File: config.mk
export PLATFORM = sky130hd
export DESIGN_NAME = mem_port_arbiter
export DESIGN_NICKNAME = d
export VERILOG_FILES = /design/src/rtl/mem_arb_pkg.sv /design/src/rtl/mem_port_arbiter.sv
export SDC_FILE = /design/constraint.sdc
export NUM_CORES = 1
export LEC_CHECK = 0
export BUFFER_PORTS_ARGS = -buffer_cell sky130_fd_sc_hd__buf_2
export CORE_AREA = 2 2 108 110
export DETAILED_ROUTE_END_ITERATION = 8
export DIE_AREA = 0 0 110 112
export PLACE_DENSITY = 0.8
export SYNTH_ARGS = -nofsm -noshare
export SYNTH_HDL_FRONTEND = slang
export SYNTH_SLANG_ARGS = --single-unit
File: constraint.sdc
create_clock -name clk -period 3.6 [get_ports clk]
set_input_delay 0.18 -clock clk [delete_from_list [all_inputs] [get_ports clk]]
set_output_delay 0.18 -clock clk [all_outputs]
set_load 0.01 [all_outputs]
File: src/rtl/mem_arb_pkg.sv
// Shared types and default parameters for the memory port arbiter.
package mem_arb_pkg;

  localparam int WIDTH_DEF      = 32;
  localparam int ADDR_W_DEF     = 32;
  localparam int STARVE_MAX_DEF = 4;

  typedef enum logic [1:0] {
    IDLE  = 2'd0,
    ISSUE = 2'd1,
    WAIT  = 2'd2,
    RESP  = 2'd3
  } arb_state_t;

  typedef enum logic {
    SRC_I = 1'b0,
    SRC_D = 1'b1
  } arb_src_t;

endpackage

File: src/rtl/mem_port_arbiter.sv
// Shares one single-ported memory between instruction fetch and the MEM stage.
//
// state | meaning
// ------+----------------------------------------------------------
// IDLE  | no access in flight; arbitrate and capture the winner
// ISSUE | mem_req high from captured registers until mem_gnt
// WAIT  | request accepted; waiting for the single mem_rvalid
// RESP  | valid pulse to the granted requester, then back to IDLE
module mem_port_arbiter
  import mem_arb_pkg::*;
#(
  parameter int WIDTH      = WIDTH_DEF,
  parameter int ADDR_W     = ADDR_W_DEF,
  parameter int STARVE_MAX = STARVE_MAX_DEF
) (
  input  logic               clk,
  input  logic               rst,
  input  logic               if_req,
  input  logic [ADDR_W-1:0]  if_addr,
  input  logic               if_kill,
  output logic [WIDTH-1:0]   if_rdata,
  output logic               if_valid,
  input  logic               dm_req,
  input  logic               dm_we,
  input  logic [ADDR_W-1:0]  dm_addr,
  input  logic [WIDTH-1:0]   dm_wdata,
  input  logic [WIDTH/8-1:0] dm_wstrb,
  output logic [WIDTH-1:0]   dm_rdata,
  output logic               dm_valid,
  output logic               mem_req,
  output logic               mem_we,
  output logic [ADDR_W-1:0]  mem_addr,
  output logic [WIDTH-1:0]   mem_wdata,
  output logic [WIDTH/8-1:0] mem_wstrb,
  input  logic               mem_gnt,
  input  logic               mem_rvalid,
  input  logic [WIDTH-1:0]   mem_rdata,
  output logic               stall_if,
  output logic               stall_mem
);

  localparam int CNT_W = $clog2(STARVE_MAX + 1);
  localparam logic [CNT_W-1:0] STARVE_LIM = CNT_W'(STARVE_MAX);

  arb_state_t           state;
  arb_src_t             src;
  logic                 drop;
  logic [CNT_W-1:0]     starve_cnt;
  logic [ADDR_W-1:0]    addr_q;
  logic                 we_q;
  logic [WIDTH-1:0]     wdata_q;
  logic [WIDTH/8-1:0]   wstrb_q;

  // A fetch that is being killed in the same cycle does not compete.
  logic if_active;
  logic grant_d;
  logic fetch_kill;

  // Arbitration decision and kill qualifier used by the FSM.
  always_comb begin
    if_active  = if_req & ~if_kill;
    grant_d    = dm_req & ~(if_active & (starve_cnt == STARVE_LIM));
    fetch_kill = (src == SRC_I) & if_kill;
  end

  // Issue/wait/respond sequencer with captured request and response registers.
  always_ff @(posedge clk) begin
    if (rst) begin
      state      <= IDLE;
      src        <= SRC_I;
      drop       <= 1'b0;
      starve_cnt <= '0;
      addr_q     <= '0;
      we_q       <= 1'b0;
      wdata_q    <= '0;
      wstrb_q    <= '0;
      if_rdata   <= '0;
      dm_rdata   <= '0;
      if_valid   <= 1'b0;
      dm_valid   <= 1'b0;
    end else begin
      if_valid <= 1'b0;
      dm_valid <= 1'b0;
      case (state)
        IDLE: begin
          if (grant_d) begin
            src     <= SRC_D;
            addr_q  <= dm_addr;
            we_q    <= dm_we;
            wdata_q <= dm_we ? dm_wdata : '0;
            wstrb_q <= dm_we ? dm_wstrb : '0;
            if (if_active && (starve_cnt != STARVE_LIM))
              starve_cnt <= starve_cnt + 1'b1;
            state <= ISSUE;
          end else if (if_active) begin
            src        <= SRC_I;
            addr_q     <= if_addr;
            we_q       <= 1'b0;
            wdata_q    <= '0;
            wstrb_q    <= '0;
            starve_cnt <= '0;
            state      <= ISSUE;
          end
        end
        ISSUE: begin
          // A kill coinciding with the grant cannot retract the request;
          // the response is consumed and discarded instead.
          if (mem_gnt) begin
            state <= WAIT;
            if (fetch_kill) drop <= 1'b1;
          end else if (fetch_kill) begin
            state <= IDLE;
          end
        end
        WAIT: begin
          if (fetch_kill) drop <= 1'b1;
          if (mem_rvalid) begin
            state <= RESP;
            if (src == SRC_I) begin
              if (!(drop || if_kill)) begin
                if_rdata <= mem_rdata;
                if_valid <= 1'b1;
              end
            end else begin
              dm_valid <= 1'b1;
              if (!we_q) dm_rdata <= mem_rdata;
            end
          end
        end
        RESP: begin
          drop  <= 1'b0;
          state <= IDLE;
        end
        default: state <= IDLE;
      endcase
    end
  end

  // Memory-side request is a decode of the state plus the captured fields.
  always_comb begin
    mem_req   = (state == ISSUE);
    mem_we    = we_q;
    mem_addr  = addr_q;
    mem_wdata = wdata_q;
    mem_wstrb = wstrb_q;
  end

  // Hazard-unit stalls follow the requests directly.
  always_comb begin
    stall_if  = if_req & ~if_valid & ~if_kill;
    stall_mem = dm_req & ~dm_valid;
  end

endmodule

==> impl_metrics.yaml, run 1 <==
setup_path:
  path_max_fanout: 18
  cp_top_family: "simple AND/OR/NAND/NOR gates"
  startpoint_type: "flip-flop"
  crit_arrival_ps: 2460
  path_class: "flip-flop to flip-flop"
  end_kind: "flip-flop"
  slowest_delay_ps: 550
  crit_required_ps: 3910
  cp_slowest_cell: "and2_1"
  path_cells: "inv_1 -> ha_1 -> nand4b_1 -> and2_1 -> buf_4 -> nand2_1 -> a311oi_1"
  path_buf_inv: 2
synth:
  synth-seq-cells: 142
  synth_top_area_share_pct: 54.7
  seq_area_frac_synth_pct: 54.7
  synth_area_leaders: "dfxtp_1 55%, nand2_1 14%, a21oi_1 6.8%"
  synth_cell_types: 34
  syn_inst: 598
  syn_nets: 740
  yosys_warnings: 0
  syn_area_sq_um: 5200
  postSynthAreaPerCell_sq_um: 8.70
  synth_top_cell_by_area: "dfxtp_1"
drt:
  vias: 5353
  drt_iter0_drc: 396
  viasPerCell: 5.09
  wl_per_cell_um: 15.0
  wl_mm: 15.8
  dr.pass1.iters: 5
  drc: 0
  drtAntennaViolNets: 0
cells_and_area:
  final_cell_count_no_fill: 1052
  drive_above_1_share_pct: 35.3
  multi_input_area_sq_um: 2100
  final_cell_area_sq_um: 7550
  seqCellArea_sq_um: 2840
  nets: 1039
  nFillCells: 904
  syn_to_final_growth_pct: 45.2
  diodes: 0
clocking:
  numCtsBuffers: 17
  cts.clk_slew.worst_paths_ps: 60
  clockBufferDepth: 2
  clk_latency_ps: 410
  cts-root-buf: "clkbuf_16"
  cts.sinks: 142
  htreeDepth: 4
  ctsResizeCount: 0
  cts_tree: "yes"
power:
  p_leak_nw: 3.54
  p_per_area_nw_per_um2: 505
  ir_drop_mv: 0.338
sta:
  slew_viol_final: 0
  setup_tns_ps: 0
  fin_skew_ps: 5.75
  hold_violations: 0
  rsz0062_at_grt: "false"
  slew_headroom_pct: 20.7
  fmax_ghz: 0.465
  worstMarginPinSlew_ps: 1190
  fin_ws_ps: 1450
  min_period_ps: 2150
  setup_viol: 0
  holdWs_ps: 21.0
  fin_crit_sh_pct: 59.7
job:
  cap_violations: 0
floorplanning:
  die_h_um: 112
  pin_count: 278
  rows: 39
  start_util_pct: 46.5
  die_x_um: 110
  dieArea_sq_um: 12300
  fp.coreArea_sq_um: 11200
grt:
  overflow: 0
  grt_start_max_net_pins: 66
  antenna_found_initial: 0
  grt_pass1_vias: 5186
  grt.total_usage_pct: 25.3
  grt_pass1_wl_mm: 24.3
place:
  dp.cells: 980
  place_area_sq_um: 6580
  port_buffers: 277
  dpl_worst_slack_ps: 1510
  dp_hpwl_mm: 9.97
  gp_congestion: 0.807
run_status:
  status: "completed"
min_path:
  hp-class: "primary input to flip-flop"
[path summary, 6_finish.rpt]
kind                              start                         to  slack, ps  depth (start not counted)
max          starve_cnt[0]$_SDFFE_PP0P_   mem_addr[9]$_SDFFE_PP0P_       1450                          7
min                       mem_rdata[19]  if_rdata[19]$_SDFFE_PP0P_         20                          3
max reg2reg  starve_cnt[0]$_SDFFE_PP0P_   mem_addr[9]$_SDFFE_PP0P_       1450                          7
min reg2reg   if_rdata[21]$_SDFFE_PP0P_  if_rdata[21]$_SDFFE_PP0P_        450                          2
[where the power goes]
part | internal [mW] | total [mW] | switching [mW] | leakage (nW)
logic | 0.214 | 0.466 | 0.252 | 2.11
clock network | 1.03 | 1.65 | 0.620 | 0.279
registers | 1.65 | 1.70 | 0.0468 | 1.16
total | 2.90 | 3.82 | 0.919 | 3.54
[layout by cell type (no fill, tap or decap), types with 2 or more instances in the layout]
cell,instances
nor2_2,3
buf_4,9
clkbuf_1,3
a311oi_1,32
or3_1,2
inv_1,3
clkinv_2,4
dlygate4sd3_1,41
nor2_1,40
buf_2,276
nand2b_1,3
clkbuf_16,17
nand2_1,197
a21oi_1,71
nand4b_1,2
nor2b_1,3
ha_1,2
clkbuf_8,5
dfxtp_1,142
a22o_1,36
[flip-flops by register name, summed over array words and instances (netlist names), named ones only]
register	cells
mem_addr	32
if_rdata	32
dm_rdata	32
mem_wdata	32
state	1
if_valid	1
src	1
starve_cnt	3
dm_valid	1
mem_wstrb	4
mem_we	1
drop	1
[repair_timing]
item / CTS / global route
hold buffers: 41 / 0
hold endpoints to repair: 41 / 0
setup endpoints to repair: 0 / 0
buffers inserted: 0 / 0
[cell families after synthesis]
kind of cell | count (synthesis) | share of synthesized area [%]
AO/OA/AOI/OAI | 145 | 19.2
adder cells (fa/ha/maj) | 2 | 0.481
buffers and inverters | 49 | 5.34
flip-flops | 142 | 54.7
AND/OR/NAND/NOR | 260 | 20.4
[worst min-delay path: stages]
cell	delay, ps
buf_2	100
nand2_1	50
a21oi_1	50
[through the flow]
step,utilization [%],power (mW)
4_1_cts,67.6,3.84
2_1_floorplan,-,1.97
6_report,67.6,3.82
3_3_place_gp,58.9,2.15
3_5_place_dp,58.9,2.16
5_1_grt,67.6,3.97
[cell type report]
class | instances | area share, %
multi-input cells | 407 | 27.8
clock buffers | 25 | 6.69
inverters | 3 | 0.149
flip-flops and latches | 142 | 37.6
repair buffers | 326 | 24.6
clock inverters | 6 | 0.762
well taps | 143 | 2.37
[cells in the mapped netlist]
library cell	number
a311oi_1	32
o31ai_1	1
nor2_2	2
dfxtp_1	142
nand2_1	197
nor2_1	41
buf_4	1
a21boi_2	1
nand2b_1	3
nor4_2	1
buf_2	24
nand3_1	1
nor3_1	1
nor3b_4	1
and2_1	1
a22o_1	36
o21ai_0	1
nand4_1	1
nand3_2	1
ha_1	2
a21oi_1	71
or2_2	1
nand4b_1	2
or3_1	2
inv_1	3
buf_6	8
buf_1	2
nor2b_1	3
clkbuf_1	11
nand3b_1	1
a21o_1	1
or4_1	1
a211oi_1	1
o21bai_1	1
[layer usage]
layer	global-route usage, %	vias to the layer above	part of all wire (%)
met5	0	-	0
met4	10.1	0	2.5
met3	8.20	35	7.4
met2	44.7	220	52
met1	27.5	2466	38
li1	-	2632	-
Power figures use the tool's default switching activity.
==> run 2: changes to the inputs <==
--- a/config.mk
+++ b/config.mk
@@ -5,11 +5,11 @@
 export SDC_FILE = /design/constraint.sdc
 export NUM_CORES = 1
 export LEC_CHECK = 0
+export ABC_AREA = 1
 export BUFFER_PORTS_ARGS = -buffer_cell sky130_fd_sc_hd__buf_2
-export CORE_AREA = 2 2 108 110
+export CORE_UTILIZATION = 48
 export DETAILED_ROUTE_END_ITERATION = 8
-export DIE_AREA = 0 0 110 112
-export PLACE_DENSITY = 0.8
+export PLACE_DENSITY = 0.78
 export SYNTH_ARGS = -nofsm -noshare
 export SYNTH_HDL_FRONTEND = slang
 export SYNTH_SLANG_ARGS = --single-unit
==> constraint.sdc (replaced) <==
create_clock -name clk -period 2.06 [get_ports clk]
set_input_delay 0.103 -clock clk [delete_from_list [all_inputs] [get_ports clk]]
set_output_delay 0.103 -clock clk [all_outputs]
set_load 0.01 [all_outputs]
==> run 2 against run 1 <==
Effect of this change:
- global-route usage up 1.7 points
- sequential share of layout area down 6.3 points
- final area up 20%
- combinational power up 140%
- sequential power up 74%
- die area up 11%
- critical path depth up 3
- critical path type unchanged
- synthesized cell count up 65%
==> impl_metrics.yaml, run 2 <==
cells_and_area:
  final_common_cell: "nor2_1"
  drive_above_1_share_pct: 25.3
  nets: 1432
  mostFrequentLayoutCells: "345 x nor2_1, 277 x buf_2, 142 x dfxtp_1"
  final_cell_area_sq_um: 9070
  diodes: 0
  syn_to_final_growth_pct: 42.7
  fin_util_pct: 71.0
  nFillCells: 1041
  multi_input_area_sq_um: 2760
  seqCellArea_sq_um: 2840
synth:
  synth-seq-cells: 142
  syn_inst: 985
  syn_nets: 1127
  postSynthAreaPerCell_sq_um: 6.45
  synth_top_area_share_pct: 44.7
  synthAdderAreaFrac_pct: 0.394
  synth_top_family_by_area: "simple AND/OR/NAND/NOR gates"
  synth.most_common_cell: "nor2_1"
  synthFlopType: "dfxtp_1"
  synth_compound_area_share_pct: 6.01
  synth-xor-area-share_pct: 0
  synth_edf_count: 0
  seq_area_frac_synth_pct: 44.7
  synth_area_leaders: "dfxtp_1 45%, nor2_1 20%, nand3_1 8.3%"
  synthMuxAreaShare_pct: 0
  syn_area_sq_um: 6350
  async_flop_share_pct: 0
  synth_top_cell_by_area: "dfxtp_1"
  yosys_warnings: 0
  synth_common_cells: "345 x nor2_1, 142 x dfxtp_1, 120 x inv_1"
  synth_cell_types: 23
  synth-simple-area-share_pct: 36.8
clocking:
  cts-root-buf: "clkbuf_16"
  cts.sinks: 142
  clk_latency_ps: 410
  cts_tree: "yes"
  post_cts_buffers: 0
  numCtsBuffers: 17
  cts.clk_slew.worst_paths_ps: 60
  htreeDepth: 4
  clockBufferDepth: 2
power:
  cellInternalPower_mw: 5.51
  p_per_area_nw_per_um2: 814
  swShare_pct: 25.4
  power_frac_seq_pct: 40.0
  p_leak_nw: 4.90
  comb_power_share_pct: 15.3
  power.total_mw: 7.38
  p_clk_share_pct: 44.7
  ir_drop_mv: 0.550
  p_sw_mw: 1.87
run_status:
  status: "completed"
floorplanning:
  die_x_um: 117
  rows: 41
  die_h_um: 117
  dieArea_sq_um: 13700
  pin_count: 278
  start_util_pct: 49.8
  fp.coreArea_sq_um: 12800
setup_path:
  r2r_cells: 10
  r2r_end: "mem_addr[29]$_SDFFE_PP0P_"
  cp_slowest_cell: "nand2_2"
  worstReg2RegStart: "starve_cnt[0]$_SDFFE_PP0P_"
  slowest_delay_ps: 390
  cp_top_family: "simple AND/OR/NAND/NOR gates"
  crit_cells: 10
  crit_required_ps: 2370
  startpoint_type: "flip-flop"
  end_kind: "flip-flop"
  path_max_fanout: 34
  path_cells: "inv_1 -> ha_1 -> nand2_1 -> inv_1 -> nand2_2 -> nand2_2 -> nand2_1 -> nand3_1 -> nand2_1 -> inv_1"
  crit_arrival_ps: 2050
  path_buf_inv: 3
  path_class: "flip-flop to flip-flop"
  rrSetupSlack_ps: 330
drt:
  drc: 0
  wl_mm: 19.0
  wl_per_cell_um: 12.9
  drt_iter0_drc: 557
  vias: 7084
  dr.pass1.iters: 7
  viasPerCell: 4.80
  drtAntennaViolNets: 0
sta:
  fin_crit_sh_pct: 84.1
  fmax_ghz: 0.577
  slew_headroom_pct: 45.3
  hold_violations: 0
  slew_viol_final: 0
  min_period_ps: 1730
  worstMarginPinSlew_ps: 821
  rsz0062_at_grt: "false"
  setup_tns_ps: 0
  fin_skew_ps: 5.66
  setup_viol: 0
grt:
  grt_pass1_vias: 6230
  grt_start_max_net_pins: 102
  antenna_found_initial: 0
  overflow: 0
  grt.total_usage_pct: 27.0
  grt_pass1_wl_mm: 28.8
min_path:
  hp-start: "dm_addr[5]"
  whs_endpoint: "mem_addr[5]$_SDFFE_PP0P_"
  hp-class: "primary input to flip-flop"
  whs_path_depth: 5
place:
  dp_hpwl_mm: 11.4
  port_buffers: 277
  place_area_sq_um: 7790
  gp_congestion: 0.806
job:
  cap_violations: 0
==> run 2: changes by cell type in the layout (fill, tap and decap cells not counted), moves of 23 or more <==
cell / before / now
nand3_1: 1 / 105
o21ai_0: 1 / 63
inv_1: 3 / 120
a311oi_1: 32 / 0
a22o_1: 36 / 0
nor2_1: 40 / 345
a21oi_1: 71 / 5
nand2_1: 197 / 118
dlygate4sd3_1: 41 / 64
==> run 2: area by class of cell <==
class                           instances  area share, %
Clock buffer                           22           5.34
Clock inverter                         10           1.75
Inverter                              124           5.13
Multi-Input combinational cell        655           30.4
Sequential cell                       142           31.3
Tap cell                              172           2.37
Timing Repair Buffer                  350           23.6
==> run 2: power by group through the flow <==
| stage | sequential [mW] | combinational, mW | clock, mW |
|---|---|---|---|
| after global routing | 2.97 | 1.26 | 3.46 |
| final | 2.95 | 1.13 | 3.30 |
| after global placement | 3.00 | 1.01 | 0 |
| after CTS | 2.95 | 1.12 | 3.35 |
| after detailed placement | 3.01 | 1.02 | 0 |
| after floorplan | 3.07 | 0.573 | 0 |
==> run 2: worst max path at each step <==
stage	startpoint	endpoint	slack, ps
6_report	starve_cnt[0]$_SDFFE_PP0P_	mem_addr[29]$_SDFFE_PP0P_	330
5_1_grt	starve_cnt[0]$_SDFFE_PP0P_	mem_addr[30]$_SDFFE_PP0P_	170
4_1_cts	starve_cnt[0]$_SDFFE_PP0P_	mem_addr[30]$_SDFFE_PP0P_	350
3_5_place_dp	starve_cnt[0]$_SDFFE_PP0P_	mem_addr[30]$_SDFFE_PP0P_	370
3_3_place_gp	starve_cnt[0]$_SDFFE_PP0P_	mem_addr[30]$_SDFFE_PP0P_	440
2_1_floorplan	starve_cnt[0]$_SDFFE_PP0P_	mem_wdata[10]$_SDFFE_PP0P_	690
==> run 2: kinds of logic after synthesis <==
family / Yosys count
AOI/OAI and AO/OA: 75
adders and majority gates: 2
buffers and inverters: 188
DFF: 142
and+or+nand+nor: 578
==> run 2: timing repair <==
item / in CTS / in global routing
hold buffers: 64 / 0
endpoints found under the hold margin: 94 / 0
resized for setup: 0 / 0
==> run 2: stage by stage <==
stage | worst slack, ps | hold slack, ps | instances
3_5_place_dp | 369 | 345 | 1379
3_3_place_gp | 441 | 340 | 1379
2_1_floorplan | 689 | 238 | 985
5_1_grt | 167 | 34.8 | 1475
6_report | 328 | 22.3 | 1475
4_1_cts | 350 | 0.291 | 1475
==> run 2: tightest hold or removal path, stage by stage <==
cell	delay (ps)
buf_2	80
nand3_1	60
nand3_1	80
nand2_1	50
inv_1	40
==> run 2: layer usage <==
layer  up-vias  global-route usage, %  routed length [um]
met5         -                      0                   0
met4         0                   14.3                 588
met3        52                   7.52                1450
met2       294                   47.2                9470
met1      3141                   30.0                7520
li1       3597                      -                   -
